### src/rtl/sensor_scan_pkg.sv
// Shared types and helpers for the sensor LED scan scheduler.
// Holds the FSM state enum, LED constants and channel search functions.
package sensor_scan_pkg;

  typedef enum logic [1:0] {
    IDLE,
    SELECT,
    SETTLE,
    SAMPLE
  } scan_state_e;

  localparam int         NUM_CH      = 4;
  localparam logic [3:0] LED_ALL_OFF = 4'b1111;

  // First set mask bit strictly after 'last', wrapping; 'last' itself is
  // visited last so a single-channel mask keeps re-selecting it.
  function automatic logic [1:0] next_ch(
    input logic [1:0] last,
    input logic [3:0] mask
  );
    logic [1:0] c;
    logic       found;
    next_ch = last;
    found   = 1'b0;
    for (int i = 1; i <= NUM_CH; i++) begin
      c = last + 2'(i);
      if (!found && mask[c]) begin
        next_ch = c;
        found   = 1'b1;
      end
    end
  endfunction

  function automatic logic [1:0] top_ch(
    input logic [3:0] mask
  );
    top_ch = 2'd0;
    for (int i = 0; i < NUM_CH; i++) begin
      if (mask[i]) top_ch = 2'(i);
    end
  endfunction

  function automatic logic [3:0] led_drive(
    input logic [1:0] ch
  );
    led_drive = ~(4'b0001 << ch);
  endfunction

endpackage

### src/rtl/scan_tick_gen.sv
// Scan prescaler: one-clk tick every DIV_N clocks.
// 'clear' restarts the count so a phase starts on a full tick period.
module scan_tick_gen #(
  parameter int DIV_N = 1000
) (
  input  logic clk,
  input  logic rst,
  input  logic clear,
  output logic tick
);

  localparam int CW = (DIV_N > 1) ? $clog2(DIV_N) : 1;

  logic [CW-1:0] cnt_q;
  logic [CW-1:0] cnt_d;

  assign tick = (cnt_q == CW'(DIV_N - 1));

  always_comb begin
    cnt_d = cnt_q + 1'b1;
    if (clear || tick) cnt_d = '0;
  end

  always_ff @(posedge clk or posedge rst) begin
    if (rst) cnt_q <= '0;
    else     cnt_q <= cnt_d;
  end

endmodule

### src/rtl/sensor_led_scheduler.sv
// Round-robin sensor LED scheduler: drive one LED, let it settle,
// request a sample, then advance to the next enabled channel.
module sensor_led_scheduler
  import sensor_scan_pkg::*;
#(
  parameter int DIV_N         = 1000,
  parameter int SETTLE_TICKS  = 4,
  parameter int TIMEOUT_TICKS = 16
) (
  input  logic       clk,
  input  logic       rst,
  input  logic       i_enable,
  input  logic [3:0] i_ch_mask,
  input  logic       i_sample_ack,
  output logic [3:0] o_sensor_LED,
  output logic [1:0] o_ch_idx,
  output logic       o_sample_req,
  output logic       o_frame_done,
  output logic       o_timeout
);

  localparam int MAXT = (SETTLE_TICKS > TIMEOUT_TICKS) ?
                        SETTLE_TICKS : TIMEOUT_TICKS;
  localparam int CW   = $clog2(MAXT + 1);

  localparam logic [CW-1:0] SETTLE_LAST = CW'(SETTLE_TICKS - 1);
  localparam logic [CW-1:0] TO_LAST     = CW'(TIMEOUT_TICKS - 1);

  scan_state_e   state_q, state_d;
  logic [1:0]    ch_q, ch_d;
  logic [CW-1:0] cnt_q, cnt_d;
  logic          frame_q, frame_d;
  logic          tmo_q, tmo_d;
  logic          clear;
  logic          tick;

  scan_tick_gen #(
    .DIV_N(DIV_N)
  ) u_tick (
    .clk  (clk),
    .rst  (rst),
    .clear(clear),
    .tick (tick)
  );

  always_comb begin
    state_d = state_q;
    ch_d    = ch_q;
    cnt_d   = cnt_q;
    frame_d = 1'b0;
    tmo_d   = 1'b0;
    clear   = 1'b0;
    unique case (state_q)
      IDLE: begin
        if (i_enable && |i_ch_mask) state_d = SELECT;
      end
      SELECT: begin
        if (!i_enable || i_ch_mask == 4'b0000) begin
          state_d = IDLE;
        end else begin
          ch_d    = next_ch(ch_q, i_ch_mask);
          state_d = SETTLE;
          clear   = 1'b1;
          cnt_d   = '0;
        end
      end
      SETTLE: begin
        if (tick) cnt_d = cnt_q + 1'b1;
        if (tick && cnt_q == SETTLE_LAST) begin
          state_d = SAMPLE;
          clear   = 1'b1;
          cnt_d   = '0;
        end
      end
      SAMPLE: begin
        if (tick) cnt_d = cnt_q + 1'b1;
        // An ack on the timeout edge still wins.
        if (i_sample_ack || (tick && cnt_q == TO_LAST)) begin
          state_d = SELECT;
          cnt_d   = '0;
          tmo_d   = !i_sample_ack;
          frame_d = |i_ch_mask && (ch_q == top_ch(i_ch_mask));
        end
      end
      default: state_d = IDLE;
    endcase
  end

  always_ff @(posedge clk or posedge rst) begin
    if (rst) begin
      state_q <= IDLE;
      ch_q    <= 2'd3;
      cnt_q   <= '0;
      frame_q <= 1'b0;
      tmo_q   <= 1'b0;
    end else begin
      state_q <= state_d;
      ch_q    <= ch_d;
      cnt_q   <= cnt_d;
      frame_q <= frame_d;
      tmo_q   <= tmo_d;
    end
  end

  // Decoded from state so reset releases the LED without a clock.
  assign o_sensor_LED = (state_q == SETTLE || state_q == SAMPLE) ?
                        led_drive(ch_q) : LED_ALL_OFF;
  assign o_sample_req = (state_q == SAMPLE);
  assign o_ch_idx     = ch_q;
  assign o_frame_done = frame_q;
  assign o_timeout    = tmo_q;

endmodule

### config.mk
export PLATFORM = sky130hd
export DESIGN_NAME = sensor_led_scheduler
export DESIGN_NICKNAME = d
export VERILOG_FILES = /design/src/rtl/sensor_scan_pkg.sv /design/src/rtl/scan_tick_gen.sv /design/src/rtl/sensor_led_scheduler.sv
export SDC_FILE = /design/constraint.sdc
export NUM_CORES = 1
export LEC_CHECK = 0
export ABC_AREA = 0
export CELL_PAD_IN_SITES_DETAIL_PLACEMENT = 0
export CELL_PAD_IN_SITES_GLOBAL_PLACEMENT = 1
export CORE_MARGIN = 5
export CORE_UTILIZATION = 42
export DETAILED_ROUTE_END_ITERATION = 10
export PLACE_DENSITY_LB_ADDON = 0.1
export SYNTH_ARGS = -nofsm -noshare
export SYNTH_HDL_FRONTEND = slang
export SYNTH_HIERARCHICAL = 1
export SYNTH_SLANG_ARGS = --single-unit
### constraint.sdc
create_clock -name clk -period 3.4 [get_ports clk]
set_clock_uncertainty 0.1 [all_clocks]
set_input_delay 0.68 -clock clk [delete_from_list [all_inputs] [get_ports clk]]
set_output_delay 0.68 -clock clk [all_outputs]
set_load 0.005 [all_outputs]
## Word-level counts from Yosys, hierarchy flattened

Cells that the tools add are included.

- Add/sub/neg operators: 5
- $lt $le $gt $ge: 4
- Equal/unequal tests: 11
- Shift operators: 1
- Muxes and demuxes: 44
- Bitwise operators: 3
- Reduce and logical (&&, ||, !) cells: 24

Operators with widths:

| cell | number |
|---|---|
| two-way mux 2 bit | 11 |
| two-way mux 1 bit | 20 |
| two-way mux 5 bit | 4 |
| case mux 5 bit (3 select lines) | 1 |
| less-than comparator 2 x 3 -> 1 bit (second input constant) | 4 |
| adder 10 x 1 -> 10 bit (second input constant) | 1 |
| equality test 10 bit (second input constant) | 1 |
| two-way mux 10 bit | 1 |
| binary-select mux 1 bit (select 2 bit) | 4 |
| case mux 2 bit (4 select lines) | 1 |
| logical AND 1 bit | 7 |
| inequality test 2 bit (second input constant) | 3 |
| nonzero test 3 bit | 2 |
| adder 5 x 1 -> 5 bit (second input constant) | 1 |
| equality test 5 x 2 -> 1 bit (second input constant) | 1 |
| equality test 5 x 4 -> 1 bit (second input constant) | 1 |
| logical NOT 1 bit | 5 |
| adder 2 bit (second input constant) | 2 |
| equality test 2 bit (second input constant) | 2 |
| logical NOT 4 bit | 1 |
| logical OR 1 bit | 4 |
| two-way mux 4 bit | 1 |
| NOT 4 bit | 1 |
| AND reduction 4 bit | 1 |
| other kinds (11) | 12 |

- Flip-flop bits (word level): 21
- Input bits: 8
- Output and inout bits: 9
- Word-level logic and storage cells: 98

## Logic depth before layout (Yosys ltp)

- Depth after elaboration: 20
- Depth in mapped cells: 10
- Mapped depth without buffers: 10

## By module

Netlist, hierarchy kept.

Modules (own cells, without submodules):

| module | times used | cells each | area an instance (um2) | sequential area each (um2) |
|---|---|---|---|---|
| sensor_led_scheduler | 1 | 97 | 899.6 | 277.8 |
| scan_tick_gen | 1 | 57 | 545.5 | 250.2 |

## Least setup slack after synthesis

OpenSTA, ideal clock, no wires.

- Path kind: flip-flop to flip-flop
- Start point: register u_tick.cnt_q[0]
- End point: register u_tick.cnt_q[7]
- Setup time: 0.130 ns
- Data arrival time: 2.281 ns
- Data required time: 3.170 ns
- Setup slack: 0.890 ns
- Cell stages (with the launch flop): 11
- Period minus slack after synthesis: 2.510 ns
- Cell sequence: dfrtp_1 -> ha_1 -> and4bb_4 -> and3_2 -> nand2_1 -> nor4_1 -> nand2_1 -> a21boi_0 -> nor4bb_1 -> a32oi_1 -> o21ai_0

- Longest elaborated chain between the ends: 6

Ends and longest elaborated chain:

| what | RTL line | RTL |
|---|---|---|
| from (decl) | scan_tick_gen.sv:14 | `logic [CW-1:0] cnt_q;` |
| from (signal assigned) | scan_tick_gen.sv:26 | `else cnt_q <= cnt_d;` |
| equality test 10 bit | scan_tick_gen.sv:17 | `assign tick = (cnt_q == CW'(DIV_N - 1));` |
| net tick | sensor_led_scheduler.sv:35 | `logic tick;` |
| logical AND 1 bit | sensor_led_scheduler.sv:69 | `if (tick && cnt_q == SETTLE_LAST) begin` |
| two-way mux 1 bit | sensor_led_scheduler.sv:69 |  |
| case mux 1 bit (2 select lines) | sensor_led_scheduler.sv:53 | `unique case (state_q)` |
| net clear | sensor_led_scheduler.sv:34 | `logic clear;` |
| logical OR 1 bit | scan_tick_gen.sv:21 | `if (clear \|\| tick) cnt_d = '0;` |
| two-way mux 10 bit | scan_tick_gen.sv:21 |  |
| net u_tick.cnt_d[7] | scan_tick_gen.sv:15 | `logic [CW-1:0] cnt_d;` |

The timed path passes the listed nets, and every way through them passes these cells.
A chain may end at the register's enable or synchronous reset.

## Final worst setup path

Same ends and word-level chain as after synthesis.

==> reports/metrics.cfg <==
[outcome]
status=complete, no violations

[global_route]
met2_usage_pct=23.1
overflow=0
grt_pass1_wl_um=5110
grt_max_degree=13
grt_pass1_vias=1133
busiest_layer=met2
grtUsageMet3_pct=2.59
track_usage_pct=14.4
grtUsageMet1_pct=18.9
antenna_found_initial=0

[synth]
avgSynthCellArea_sq_um=9.38
synth_area_sq_mm=0.00145
synthTopCellsByCount=19 x dfrtp_1, 15 x inv_1, 13 x o21ai_0
synth_xor_area_share_pct=2.42
synth_flop_cell=dfrtp_1
synth-simple-area-share_pct=21.8
yosysTopAreaCell=dfrtp_1
synth_top_family_by_area=simple AND/OR/NAND/NOR gates
yosys.area.top_type_share_pct=32.9
yosys-top-cells-area=dfrtp_1 33%, ha_1 9.5%, o21ai_0 4.5%, inv_1 3.9%, dfstp_2 3.6%
yosys.area_share.adder_pct=9.52
synth_seq_area_share_pct=36.5
synth_mux_area_share_pct=5.89
synth-compound-area-share_pct=19.1
yosysMostFrequentCell=dfrtp_1
synthCells=154
synth_edf_count=0
async_reset_ff_share_pct=100
synth-seq-cells=21
syn_nets=173
synth_cell_type_count=47
yosys_warnings=6

[power_and_ir_drop]
p_per_area_mw_per_mm2=660
vdd_drop_max_v=0.000256
total_power_mw=1.11
p_leak_nw=0.700

[routing]
vias_per_cell=5.48
drt_iter0_drc=52
dr.pass1.iters=4
drcViolationCount=0
avgRoutedWirePerCell_um=14.0
antenna_left=0
vias=1200
wirelength_um=3060

[sta]
finalWorstSetupSlack_ns=0.470
fmaxAchievable_ghz=0.341
tns_ns=0
hold_viol=0
setup_viol=0
fin_crit_sh_pct=86.2
holdWs_ns=0.415
drv_slew=0
slew_headroom_pct=45.0
rsz0062_at_grt=false
fin_crit_ns=2.93
worst_pin_slew_ns=0.818

[critical_path]
worstReg2RegStart=u_tick/cnt_q[0]$_DFF_PP0_
slowest_stage=a21boi_0
r2r-end=u_tick/cnt_q[7]$_DFF_PP0_
critPathMaxStageDelay_ns=0.67
r2r_setup_slack_ns=0.47
crit_fanout=8
cpMostUsedCell=nand2_1
crit_start=u_tick/cnt_q[0]$_DFF_PP0_
end_kind=flip-flop
required_ns=3.51
crit_type=flip-flop to flip-flop
startpoint_type=flip-flop
crit_chain=ha_1, and4bb_4, and3_2, nand2_1, nor4_1, nand2_1, a21boi_0, nor4bb_1, a32oi_1, o21ai_0
endpoint=u_tick/cnt_q[7]$_DFF_PP0_
cp.arrival_ns=3.04
reg2reg_depth=10

[finish]
drive_gt1_share_pct=10.4
finalNonFillerCells=219
area_growth_pct=16.2
fin_util_pct=50.3
design_area_sq_mm=0.00168
final_nets=193
diodes=0

[placed_design]
pre_cts_slack_ns=0.338
routabilityCongestion=0.803
hpwl_um=2350
place_area_sq_mm=0.00165
placedCellCount=215
portBuffers=16

[floorplan]
dieArea_sq_mm=0.00471
pin_count=17
core_sq_mm=0.00334
die_w_um=68.7
initial_core_util_pct=43.3
row_count=21
die_y_um=68.7

[clock_network]
cts_sinks=21
htreeDepth=1
clockBufferDepth=2
clockRootBuffer=clkbuf_4
tritoncts=done
hold_buffers=0
cts.clk_slew.worst_paths_ns=0.13
cts_setup_buffers=0
clk_latency_ns=0.31
cts_buffers=3
cts_resized=0

[job]
drv_cap=0

[min_path]
hold_path_class=flip-flop to flip-flop

## sequential cells by signal (all words and copies together), names as in the netlist
register      flops
cnt_q             5
o_timeout         1
o_ch_idx          2
u_tick/cnt_q     10
o_frame_done      1
state_q           2
## layout by cell type, fill, tap and decap left out, drive strengths merged, types with 8 or more instances in the layout
cell type / Yosys / routed
dfrtp: 19 / 19
clkdlybuf4s50: 0 / 16
inv: 15 / 15
o21ai: 13 / 13
nor2: 11 / 11
nand2: 11 / 11
ha: 11 / 11
nand3: 8 / 8
## power breakdown
group	switching, mW	internal (mW)
combinational	0.284	0.270
clock	0.0835	0.0440
sequential	0.0970	0.329
total	0.465	0.643
## kinds of logic after synthesis
family	count (synthesis)
compound gates	38
xor+xnor	4
fa+ha+maj	11
buf+inv	16
flops	21
mux	7
simple gates	57
## per-layer routing
metal  part of all wire, %  vias up  wire length [um]
met3                   5.3        4               163
met4                   1.0        0                31
met1                    48      575              1480
li1                      -      601                 -
met2                    45       20              1390
met5                     0        -                 0
## worst min path at each step
stage	start	to	slack, ns	cells after the start
after detailed placement	u_tick/cnt_q[0]$_DFF_PP0_	u_tick/cnt_q[0]$_DFF_PP0_	0.39	1
after floorplan	u_tick/cnt_q[0]$_DFF_PP0_	u_tick/cnt_q[0]$_DFF_PP0_	0.36	1
after global routing	cnt_q[1]$_DFFE_PP0P_	cnt_q[1]$_DFFE_PP0P_	0.49	1
after global placement	u_tick/cnt_q[0]$_DFF_PP0_	u_tick/cnt_q[0]$_DFF_PP0_	0.38	1
final	u_tick/cnt_q[0]$_DFF_PP0_	u_tick/cnt_q[0]$_DFF_PP0_	0.42	1
after CTS	u_tick/cnt_q[0]$_DFF_PP0_	u_tick/cnt_q[0]$_DFF_PP0_	0.41	1
## area by class of cell
cell class / instances / area [sq um]
Fill cell: 323 / 1660
Multi-Input combinational cell: 117 / 850
Inverter: 15 / 56.3
Clock buffer: 3 / 22.5
Sequential cell: 21 / 528
Tap cell: 46 / 57.6
Clock inverter: 1 / 5.00
Timing Repair Buffer: 16 / 160
## critical path, delay by kind of cell (launching register included)
kind,cells,cell delay (ns)
AND/OR/NAND/NOR,6,1.04
AO/OA/AOI/OAI,3,0.98
flip-flops,1,0.43
adder cells (fa/ha/maj),1,0.27
No activity file was read; power rests on OpenSTA's default activity.
==> variant 1: new RTL, config.mk and constraints unchanged <==
Encoding of `scan_state_e`: now one-hot (4 bits for 4 states).
--- a/src/rtl/sensor_scan_pkg.sv
+++ b/src/rtl/sensor_scan_pkg.sv
@@ -2,11 +2,11 @@
 // Holds the FSM state enum, LED constants and channel search functions.
 package sensor_scan_pkg;
 
-  typedef enum logic [1:0] {
-    IDLE,
-    SELECT,
-    SETTLE,
-    SAMPLE
+  typedef enum logic [3:0] {
+    IDLE   = 4'b0001,
+    SELECT = 4'b0010,
+    SETTLE = 4'b0100,
+    SAMPLE = 4'b1000
   } scan_state_e;
 
   localparam int         NUM_CH      = 4;
Function: same outputs for any inputs over 10 cycles, from zero or initial values and one cycle with rst high; not proved beyond that.
==> variant 1 against the original RTL <==
- routed wire length up 24%
- synthesized cell count up 17%
- cell area up 10%
- register-to-register slack better by 0.13 ns
- sequential power up 7.0%
- area after synthesis up 12%
- setup slack better by 0.11 ns
- worst hold slack worse by 0.0016 ns
- sequential cell count up 2
- total power down 8.2%
- maximum frequency up 4.0%
- critical path depth down 3
- via count up 21%
- largest power group is now registers
==> variant 1: results (changes against the original RTL) <==
Synth
  • Syn_area_per_cell: 8.967 µm² (-4.4%)
  • Post-synthesis sequential area ratio: 35.89% (-0.65 points)
  • Mux share of post-synthesis cell area: 3.798% (-2.1 points)
  • Adder-Cell Fraction of Synth Area: 5.426% (-4.1 points)
  • Mapped Nets: 195 (+13%)
  • Post-synthesis cell type count: 59 (+26%)
  • Commonest cells post-synth: dfrtp_1 (20), nor2_1 (17), inv_1 (14), nand2_1 (12)
  • Synth Area in Compound Gates: 21.86% (+2.7 points)

Pwr
  • P_leak: 0.7438 nW (+6.2%)
  • IR drop worst, VDD: 0.4627 mV (+81%)
  • Psw: 0.4044 mW (-13%)

Detailed routing
  • Initial drt markers: 55 (+5.8%)
  • Vias per cell: 5.979 (+9.1%)
  • Post-Route WL: 3.803 mm (+24%)

Placement
  • GPL Wtd Cong: 0.8764 (+9.2%)
  • Placed insts: 239 (+11%)
  • Detailed-placement wirelength estimate: 2.813 mm (+20%)
  • Placement Setup Slack: 0.3201 ns (-0.01818 ns)

Clock network
  • CTS buffer count: 3 (unchanged)
  • Root Buffer: clkbuf_8

Status
  • Status: finished, final reports clean

Layout
  • Final Non-Filler Cells: 243 (+11%)
  • Nets@finish: 211 (+9.3%)
  • Largest regs: u_tick/cnt_q x10, cnt_q x5, state_q x4
  • FILL cells: 366 (+13%)

Worst setup path
  • CP peak stage delay: 0.58 ns (-0.09 ns)
  • Critical Path Slowest Stage Cell: or4_4
  • R2R setup slack: 0.60 ns (+0.13 ns)

Timing
  • Clock period minus worst slack: 2.818 ns (-0.1120 ns)
  • Slew @ Worst Pin: 0.6738 ns (-0.1440 ns)

GRT
  • Vias in the first global route: 1424 (+26%)
  • Global-route wire length before repair: 6.396 mm (+25%)
[variant 1: cell count changes after synthesis, moves of 3 or more]
cell	before	now
nor2_1	11	17
mux2i_1	4	1
o21ai_0	13	7
nor3_1	1	4
o211ai_1	2	5
o2111ai_1	0	7
ha_1	11	7
[variant 1: worst max-delay path, delay by kind of cell]
family | cells | cell delay (ns)
AOI/OAI and AO/OA | 2 | 0.42
buffers and inverters | 1 | 0.50
and+or+nand+nor | 4 | 1.28
[variant 1: worst paths after layout]
kind                                    to             from  depth (start not counted)
max                        u_tick/cnt_q[9]     i_ch_mask[1]                          7
min                        u_tick/cnt_q[0]  u_tick/cnt_q[0]                          1
max reg2reg                u_tick/cnt_q[9]  u_tick/cnt_q[0]                         10
min reg2reg                u_tick/cnt_q[0]  u_tick/cnt_q[0]                          1
max in group asynchronous      o_ch_idx[0]              rst                          2
min in group asynchronous  u_tick/cnt_q[0]              rst                          2
[variant 1: power by group through the flow]
stage	Combinational [mW]	Clock [mW]	Sequential (mW)
floorplan	0.313	0	0.419
global placement	0.379	0	0.456
detailed placement	0.386	0	0.461
CTS	0.388	0.177	0.456
global route	0.431	0.190	0.472
finish	0.386	0.174	0.456
[variant 1: logic make-up (layout without fill, tap and decap cells)]
family,count (synthesis),in the layout
AO/OA/AOI/OAI,48,48
XOR/XNOR,3,3
adder cells (fa/ha/maj),7,7
buffers and inverters,19,34
flip-flops,23,23
multiplexers,5,5
AND/OR/NAND/NOR,75,75
[variant 1: area by class of cell]
cell class | count | area [µm²] | area share (%)
inverters | 14 | 52.55 | 2.838
well taps | 48 | 60.06 | 3.243
multi-input cells | 138 | 953.4 | 51.49
flip-flops and latches | 23 | 579.3 | 31.28
clock buffers | 3 | 41.29 | 2.230
clock inverters | 1 | 5.005 | 0.2703
repair buffers | 16 | 160.2 | 8.649
[variant 1: metrics by stage]
| stage | utilization [%] | instance area (µm²) | hold slack, ns |
|---|---|---|---|
| after floorplan | - | 1614 | 0.3644 |
| after global placement | 48.95 | 1805 | 0.3963 |
| after detailed placement | 48.95 | 1805 | 0.4010 |
| after CTS | 50.20 | 1852 | 0.4140 |
| after global routing | 50.20 | 1852 | 0.4422 |
| final | 50.20 | 1852 | 0.4138 |
[variant 1: metal layers]
| layer | track usage, % | part of all wire [%] | vias to the layer above |
|---|---|---|---|
| met5 | 0 | 0 | - |
| met3 | 2.632 | 4.3 | 12 |
| met2 | 26.02 | 48 | 44 |
| li1 | - | - | 701 |
| met4 | 5.846 | 2.6 | 0 |
| met1 | 19.21 | 45 | 696 |
==> variant 2: new RTL, same settings <==
Without the edit above. The parameter `TIMEOUT_TICKS` goes from 16 to 64.
--- a/src/rtl/sensor_led_scheduler.sv
+++ b/src/rtl/sensor_led_scheduler.sv
@@ -5,7 +5,7 @@
 #(
   parameter int DIV_N         = 1000,
   parameter int SETTLE_TICKS  = 4,
-  parameter int TIMEOUT_TICKS = 16
+  parameter int TIMEOUT_TICKS = 64
 ) (
   input  logic       clk,
   input  logic       rst,
Check against the original RTL: same outputs for any inputs over 10 cycles, from zero or initial values and one cycle with rst high; that may be too few to reach the edited logic, so the function may still have changed.
==> variant 2 against the original RTL <==
- cell area increased by 9.6%
- routed wire length increased by 16%
- area after synthesis increased by 9.2%
- sequential cell count increased by 2
- combinational power increased by 8.6%
- first-iteration DRC count decreased by 17%
- total power increased by 10%
- setup slack improved by 0.087 ns
- critical endpoint is now o_sensor_LED[2]
- register-to-register slack improved by 0.32 ns
==> variant 2: results (changes against the original RTL) <==
Detailed routing
  • Vias per cell: 5.592 (+2.1%)
  • Initial drt markers: 43 (-17%)
  • DR WL/cell: 15.63 µm (+12%)

Pwr
  • IR drop worst, VDD: 0.3091 mV (+21%)
  • P_leak: 0.7585 nW (+8.3%)

GRT
  • Largest net degree at the start of global routing: 14 (+1)
  • Vias in the first global route: 1256 (+11%)
  • Global-route wire length before repair: 6.058 mm (+19%)
  • Global-route usage over all layers: 15.05% (+0.68 points)

Worst setup path
  • Critical Path Slowest Stage Cell: clkdlybuf4s50_1
  • R2R cell count: 9 (-1)
  • CP peak stage delay: 0.50 ns (-0.17 ns)
  • Crit-path max FO: 7 (-1)
  • CP Data Arrival Time: 2.06 ns (-0.98 ns)

Synth
  • Post-synthesis sequential area ratio: 36.64% (+0.10 points)
  • Commonest cells post-synth: dfrtp_1 (21), nand2_1 (13), ha_1 (11), inv_1 (11), a21oi_1 (10)
  • Post-synthesis cell type count: 49 (+4.3%)
  • Mapped Nets: 180 (+4.0%)
  • Synth top area cells: dfrtp_1 (33%), ha_1 (8.7%), dfstp_2 (3.3%)

Clock network
  • Worst-path clk slew: 0.09 ns (-0.04 ns)
  • H-Tree Depth: 1 (unchanged)
  • CTS Buffer Depth: 2 (unchanged)
  • Root Buffer: clkbuf_8
  • # Post-CTS Setup Buffers: 0 (unchanged)
  • Clock Latency Late Sink: 0.28 ns (-0.03 ns)

Status
  • Status: finished, final reports clean

Placement
  • PortBufs: 16 (unchanged)
  • Area after DPL: 1794 µm² (+8.6%)
  • Detailed-placement wirelength estimate: 2.689 mm (+14%)
  • GPL Wtd Cong: 0.8327 (+3.7%)
  • Placement Setup Slack: 0.4685 ns (+0.1302 ns)

Layout
  • Layout cells sized above 1: 13.33% (+2.9 points)
  • Largest regs: u_tick/cnt_q x10, cnt_q x7
  • Nets@finish: 200 (+3.6%)

Worst hold path
  • WHS Path Cells: 1 (unchanged)
  • Worst min-delay path class: flop to flop

Timing
  • Slew @ Worst Pin: 0.6172 ns (-0.2006 ns)
[variant 2: worst paths after layout]
kind | start | endpoint | slack, ns
setup / recovery | state_q[0] | o_sensor_LED[2] | 0.56
hold / removal | u_tick/cnt_q[0] | u_tick/cnt_q[0] | 0.41
setup reg to reg | u_tick/cnt_q[0] | u_tick/cnt_q[7] | 0.79
hold reg to reg | u_tick/cnt_q[0] | u_tick/cnt_q[0] | 0.41
max in group asynchronous | rst | o_ch_idx[1] | 2.16
min in group asynchronous | rst | u_tick/cnt_q[2] | 0.60
[variant 2: metrics by stage]
stage / hold WS, ns / instances
6_report: 0.4085 / 228
5_1_grt: 0.4573 / 228
4_1_cts: 0.4109 / 228
3_5_place_dp: 0.3984 / 224
3_3_place_gp: 0.3863 / 224
2_1_floorplan: 0.3644 / 161
[variant 2: where the power goes]
group	internal, mW	switching, mW
clock network	0.0822	0.0967
registers	0.349	0.0881
logic	0.274	0.329
total	0.705	0.514
[variant 2: metal layers]
| layer | track usage, % | part of all wire, % | vias to the layer above |
|---|---|---|---|
| met5 | 0 | 0 | - |
| met4 | 7.516 | 2.1 | 0 |
| met3 | 3.226 | 4.3 | 7 |
| met2 | 23.27 | 46 | 24 |
| met1 | 19.84 | 47 | 609 |
| li1 | - | - | 635 |
[variant 2: logic make-up (layout without fill, tap and decap cells)]
group | after synthesis | after routing | share of synthesized area [%]
simple gates | 60 | 60 | 21.65
compound gates | 44 | 44 | 22.60
flops | 23 | 23 | 36.64
buf+inv | 12 | 31 | 2.855
fa+ha+maj | 11 | 11 | 8.723
mux | 6 | 6 | 4.758
xor+xnor | 5 | 5 | 2.776
[variant 2: worst max-delay path: cells and delay by family (launching register included)]
| family | cells | cell delay [ns] |
|---|---|---|
| DFF | 1 | 0.41 |
| and+or+nand+nor | 2 | 0.49 |
| adders and majority gates | 1 | 0.29 |
| buffers and inverters | 2 | 0.59 |
[variant 2: final cells by class]
cell class | count | area [µm²]
Tap cell | 48 | 60.06
Timing Repair Buffer | 16 | 160.2
Sequential cell | 23 | 578.1
Multi-Input combinational cell | 126 | 954.7
Clock buffer | 3 | 41.29
Fill cell | 376 | 1821
Clock inverter | 1 | 5.005
Inverter | 11 | 41.29
